### src/rtl/floor_scroller.sv
// floor_scroller
//   Writer side of the floor-geometry buses read by the floor renderer and the
//   collision logic. It holds the top line, gap left edge and gap width of the
//   three floors. On each accepted frame tick, every floor scrolls up by the
//   captured speed. The floors are updated one per cycle in the order 0, 1, 2.
//   A floor that would pass above the first visible line respawns at the
//   bottom. Its new gap comes from a free-running 16-bit LFSR.
//
// Ports
//   clk          system clock
//   rst_n        asynchronous active-low reset
//   frame_tick   one-cycle pulse per frame; ignored while busy or disabled
//   enable       game running
//   speed[2:0]   lines scrolled per frame
//   yPos         floor top lines      {floor2, floor1, floor0}, 10 bits each
//   gapsPos      gap left edges       same packing
//   gapsWidth    gap widths           same packing
//   busy         update sequence in progress
//   update_done  one-cycle pulse after floor2 has been updated
//   respawn_mask floors respawned in the update; valid while update_done=1

module floor_scroller #(
  parameter int unsigned V_TOP       = 31,
  parameter int unsigned SPACING     = 160,
  parameter int unsigned FLOOR_THICK = 10,
  parameter int unsigned H_LEFT      = 144,
  parameter int unsigned GAP_MIN     = 48,
  parameter logic [15:0] SEED        = 16'hACE1
) (
  input  logic        clk,
  input  logic        rst_n,
  input  logic        frame_tick,
  input  logic        enable,
  input  logic [2:0]  speed,
  output logic [29:0] yPos,
  output logic [29:0] gapsPos,
  output logic [29:0] gapsWidth,
  output logic        busy,
  output logic        update_done,
  output logic [2:0]  respawn_mask
);

  localparam logic [9:0] Y_TOP_V    = 10'(V_TOP);
  localparam logic [9:0] WRAP_V     = 10'(3 * SPACING);
  localparam logic [9:0] H_LEFT_V   = 10'(H_LEFT);
  localparam logic [9:0] GAP_MIN_V  = 10'(GAP_MIN);

  localparam logic [2:0][9:0] Y_RST = {
    10'(V_TOP + 3 * SPACING - FLOOR_THICK),
    10'(V_TOP + 2 * SPACING - FLOOR_THICK),
    10'(V_TOP + 1 * SPACING - FLOOR_THICK)
  };
  localparam logic [2:0][9:0] GP_RST = {10'd592, 10'd400, 10'd208};
  localparam logic [2:0][9:0] GW_RST = {GAP_MIN_V, GAP_MIN_V, GAP_MIN_V};

  typedef enum logic [1:0] {
    IDLE = 2'd0,
    UPD0 = 2'd1,
    UPD1 = 2'd2,
    UPD2 = 2'd3
  } state_t;

  state_t          state_q, state_d;
  logic [15:0]     lfsr_q, lfsr_d;
  logic [2:0]      spd_q, spd_d;
  logic [2:0][9:0] y_q, y_d;
  logic [2:0][9:0] gp_q, gp_d;
  logic [2:0][9:0] gw_q, gw_d;
  logic [2:0]      acc_q, acc_d;
  logic            done_q, done_d;
  logic [2:0]      mask_q, mask_d;

  logic [2:0]      upd_sel;
  logic [2:0][9:0] dec;
  logic [2:0]      above_top;
  logic [9:0]      new_gw;
  logic [9:0]      new_gp;

  // Fibonacci LFSR, taps 16,14,13,11. It advances on every clock so that the
  // gap sequence depends on the timing of play, not only on the frame count.
  always_comb begin
    lfsr_d = {lfsr_q[14:0], lfsr_q[15] ^ lfsr_q[13] ^ lfsr_q[12] ^ lfsr_q[10]};
  end

  // A candidate position and respawn condition are computed for every floor.
  // Only the floor selected by the current UPD state is committed.
  always_comb begin
    for (int unsigned i = 0; i < 3; i++) begin
      dec[i]       = y_q[i] - {7'b0, spd_q};
      above_top[i] = (dec[i] < Y_TOP_V);
    end
    new_gw = GAP_MIN_V + {4'b0, lfsr_q[3:0], 2'b00};
    new_gp = H_LEFT_V + {1'b0, lfsr_q[12:4]};
  end

  always_comb begin
    state_d = state_q;
    spd_d   = spd_q;
    y_d     = y_q;
    gp_d    = gp_q;
    gw_d    = gw_q;
    acc_d   = acc_q;
    done_d  = 1'b0;
    mask_d  = '0;
    upd_sel = '0;

    unique case (state_q)
      IDLE: begin
        if (frame_tick && enable) begin
          state_d = UPD0;
          spd_d   = speed;
          acc_d   = '0;
        end
      end
      UPD0: begin
        upd_sel = 3'b001;
        state_d = UPD1;
      end
      UPD1: begin
        upd_sel = 3'b010;
        state_d = UPD2;
      end
      UPD2: begin
        upd_sel = 3'b100;
        state_d = IDLE;
      end
      default: state_d = IDLE;
    endcase

    for (int unsigned i = 0; i < 3; i++) begin
      if (upd_sel[i]) begin
        if (above_top[i]) begin
          // Adding the full loop height keeps the 160-line spacing exact.
          y_d[i]   = dec[i] + WRAP_V;
          gw_d[i]  = new_gw;
          gp_d[i]  = new_gp;
          acc_d[i] = 1'b1;
        end else begin
          y_d[i] = dec[i];
        end
      end
    end

    // The floor2 respawn is folded in here because it is decided in the same
    // cycle that the mask is published.
    if (state_q == UPD2) begin
      done_d = 1'b1;
      mask_d = acc_d;
    end
  end

  always_ff @(posedge clk or negedge rst_n) begin
    if (!rst_n) begin
      state_q <= IDLE;
      lfsr_q  <= SEED;
      spd_q   <= '0;
      y_q     <= Y_RST;
      gp_q    <= GP_RST;
      gw_q    <= GW_RST;
      acc_q   <= '0;
      done_q  <= 1'b0;
      mask_q  <= '0;
    end else begin
      state_q <= state_d;
      lfsr_q  <= lfsr_d;
      spd_q   <= spd_d;
      y_q     <= y_d;
      gp_q    <= gp_d;
      gw_q    <= gw_d;
      acc_q   <= acc_d;
      done_q  <= done_d;
      mask_q  <= mask_d;
    end
  end

  assign yPos         = y_q;
  assign gapsPos      = gp_q;
  assign gapsWidth    = gw_q;
  assign busy         = (state_q != IDLE);
  assign update_done  = done_q;
  assign respawn_mask = mask_q;

endmodule

### config.mk
export PLATFORM = sky130hd
export DESIGN_NAME = floor_scroller
export DESIGN_NICKNAME = d
export VERILOG_FILES = /design/src/rtl/floor_scroller.sv
export SDC_FILE = /design/constraint.sdc
export NUM_CORES = 1
export LEC_CHECK = 0
export BUFFER_PORTS_ARGS = -buffer_cell sky130_fd_sc_hd__buf_2
export CAP_MARGIN = 20
export CORE_ASPECT_RATIO = 0.9
export CORE_MARGIN = 3
export CORE_UTILIZATION = 30
export CTS_BUF_LIST = sky130_fd_sc_hd__clkbuf_8
export DETAILED_ROUTE_END_ITERATION = 8
export PLACE_DENSITY_LB_ADDON = 0.3
export SYNTH_ARGS = -nofsm -noshare
export SYNTH_HDL_FRONTEND = slang
export SYNTH_SLANG_ARGS = --single-unit
### constraint.sdc
create_clock -name clk -period 2.61 [get_ports clk]
set_input_delay 0.6525 -clock clk [delete_from_list [all_inputs] [get_ports clk]]
set_output_delay 0.6525 -clock clk [all_outputs]
set_load 0.01 [all_outputs]
==> summary.txt <==
GRT
  • Total grt overflow: 0
  • Vias in the first global route: 3467
  • Gr usage total: 13.1%
  • Pin count of the biggest net entering global routing: 42
  • Initial antenna violation count: 0
  • First-pass GRT wire length: 18.6 mm

Power
  • Pwr/cell area: 1120 nW/µm²
  • Worst vdd ir: 387 µV
  • P_leak: around 3.1 nW

Clock network
  • Depth of the CTS H-tree: 3
  • CTS Sinks: 103
  • CTS tree: built
  • Maximum buffer depth of the clock tree: 2
  • CTS root buf: clkbuf_8
  • Clock transition at path regs: 0.11 ns
  • Num CTS Buffers: 9
  • Worst skew pair latency: between 0.3 and 0.4 ns
  • Hold Buf Count CTS: 0

Final layout
  • Design Area, Final: 6410 µm²
  • Fill cells: between 1500 and 2000
  • Most common cell after layout, fill and taps aside: buf_2
  • Syn-to-layout area delta: 27.6%
  • Most frequent cells in the layout: 85 x buf_2, 61 x dfrtp_1, 40 x dfstp_2, 38 x buf_4, 25 x nand2_1
  • Layout cell share with drive strength beyond 1: 51.2%
  • Nets: 567
  • Area of the multi-input gates: 2310 µm²
  • Antenna cell count: 0
  • Register area: 2630 µm²
  • Fin util: 39.5%

Yosys
  • FFs w/ async S/R, synth: 100%
  • Post-synthesis register bit count: 103
  • Gate count after technology mapping: 405
  • Average size of a mapped cell: around 12 µm²
  • Synthesis Warnings: 0
  • Mapped cell area: about 5000 µm²
  • Post-synth EDFFs: 0
  • Number of unique standard cell types used by synthesis: 59
  • Top FF cell, synth: dfrtp_1
  • Sequential fraction of the synthesis area: 52.3%

Timing
  • Clock Skews: 0.0109 ns
  • RSZ-0062 raised after global routing: yes
  • Final Hold Fails: 0
  • Setup TNS: -0.0424 ns
  • Fin crit period: ~2.6 ns
  • Pins Over Slew Limit: 0
  • Fmax: 382 MHz
  • Setup violations, final: 7
  • WHS: 0.210 ns
  • Final period util: 100%
  • Setup WS post-layout: -0.00815 ns

Placed design
  • Port bufs: 86
  • Detailed placement HPWL: 8.20 mm
  • DP Area: 5850 µm²
  • Place WS: -0.143 ns
  • Routability cong.: just over 0.8

Setup path
  • Critical-path top delay cell: dfrtp_2
  • Worst endpoint required time: 2.88 ns
  • CP Max Fanout: 4
  • Crit path launch type: flip-flop
  • Crit-path cells: ha_4 > inv_2 > fa_2 > a211oi_4 > buf_4 > xnor2_2 > o311a_4 > and3_4 > buf_6 > mux2_4
  • CP endpoint kind: flip-flop
  • Crit-path max cell delay: 0.46 ns
  • Crit path DAT: between 2 and 3 ns
  • WS Path Type: reg -> reg

Floorplanning
  • Core Rows: 44
  • Die height: about 130 µm
  • Core area: 16200 µm²
  • Die width: 142 µm
  • Starting Density: 30.9%
  • Boundary pin count: 102
  • DIE AREA: 18300 µm²

Detailed routing
  • Drt pass-1 iters: 4
  • First DRT Iteration DRCs: 211
  • Antenna-violating nets left: 0
  • Via-to-Cell Ratio: 4.59
  • Drt wl/cell: 15.9 µm
  • Via count: 3442
  • Residual DRC: 0
  • Wire length after detailed routing: 11.9 mm

Status
  • Outcome: finished, violations left
  • Violated checks: setup timing

Job
  • Count of max-cap constraint violations: 0

Hold path
  • Hold Crit Class: in -> async
[worst max-delay path: cells and delay by family (launching register included)]
kind | cells | cell delay [ns]
AND/OR/NAND/NOR | 1 | 0.20
buffers and inverters | 3 | 0.35
XOR/XNOR | 1 | 0.06
adder cells (fa/ha/maj) | 2 | 0.53
flip-flops | 1 | 0.46
AO/OA/AOI/OAI | 2 | 0.61
multiplexers | 1 | 0.29
[cell type report]
cell class / count / share of cell area, %
well taps: 207 / 4.04
multi-input cells: 263 / 36.0
repair buffers: 136 / 14.4
clock inverters: 7 / 1.03
inverters: 25 / 1.50
flip-flops and latches: 103 / 41.0
clock buffers: 9 / 1.93
[Yosys cell counts (5+ instances only)]
master | n | share of area [%]
mux2i_1 | 9 | 1.8
a21oi_1 | 8 | 0.80
nor3_1 | 11 | 1.1
mux2_1 | 5 | 1.1
mux2_4 | 16 | 4.8
buf_4 | 18 | 2.7
dfstp_2 | 40 | 21
inv_1 | 25 | 1.9
ha_1 | 19 | 4.7
xnor2_1 | 19 | 3.3
xor2_1 | 14 | 2.4
dfrtp_1 | 63 | 31
o21ai_0 | 10 | 1.0
mux2_2 | 22 | 4.9
nor2_1 | 12 | 0.90
nand3_1 | 12 | 1.2
nand2_1 | 26 | 1.9
[worst paths after layout]
check                           slack [ns]  cells past startpoint                         to            startpoint
worst max-delay path                -0.008                     10    gapsPos[28]$_DFFE_PN0P_  spd_q[0]$_DFFE_PN0P_
worst min-delay path                  0.21                      1  gapsWidth[12]$_DFFE_PN0P_                 rst_n
worst max register to register      -0.008                     10    gapsPos[28]$_DFFE_PN0P_  spd_q[0]$_DFFE_PN0P_
worst min register to register        0.37                      0       lfsr_q[15]$_DFF_PN1_  lfsr_q[14]$_DFF_PN0_
max in group asynchronous             1.60                      2  gapsWidth[24]$_DFFE_PN1P_                 rst_n
min in group clk                      0.37                      0       lfsr_q[15]$_DFF_PN1_  lfsr_q[14]$_DFF_PN0_
[registers in the layout, indices dropped and copies added, names as in the netlist]
name          flops
spd_q             3
update_done       1
state_q           2
gapsWidth        15
acc_q             3
lfsr_q           16
yPos             30
respawn_mask      3
gapsPos          30
[cells by family after synthesis]
group | after synthesis | synth area share (%)
adders and majority gates | 22 | 5.93
xor gates and xnor gates | 34 | 6.08
muxes | 52 | 12.6
buffers and inverters | 53 | 5.86
AOI/OAI and AO/OA | 47 | 7.25
and+or+nand+nor | 93 | 9.84
other | 1 | 0.0747
DFF | 103 | 52.3
[layer usage]
metal | share of wire [%] | vias up | track usage, %
met5 | 0 | - | 0
li1 | - | 1631 | -
met4 | 1.8 | 0 | 5.65
met1 | 46 | 1726 | 17.3
met3 | 3.3 | 16 | 2.53
met2 | 49 | 69 | 21.1
[metrics by stage]
step	power (mW)	instances
detailed placement	5.84	714
finish	7.15	750
CTS	7.00	739
floorplan	4.61	419
global route	7.75	750
global placement	5.74	714
[what timing repair did]
item / 4_1_cts / 5_1_grt
endpoints found under the setup margin: 47 / 49
buffers inserted: 7 / 11
pin swaps: 6 / 11
gates resized for setup: 13 / 38
hold endpoints to repair: 0 / 0
cloned: 2 / 2
[where the power goes]
| group | total, mW | switching, mW | internal, mW |
|---|---|---|---|
| registers | 2.58 | 0.459 | 2.12 |
| logic | 3.60 | 1.82 | 1.77 |
| clock network | 0.977 | 0.613 | 0.364 |
| total | 7.15 | 2.90 | 4.25 |
No activity file was read; power rests on OpenSTA's default activity.
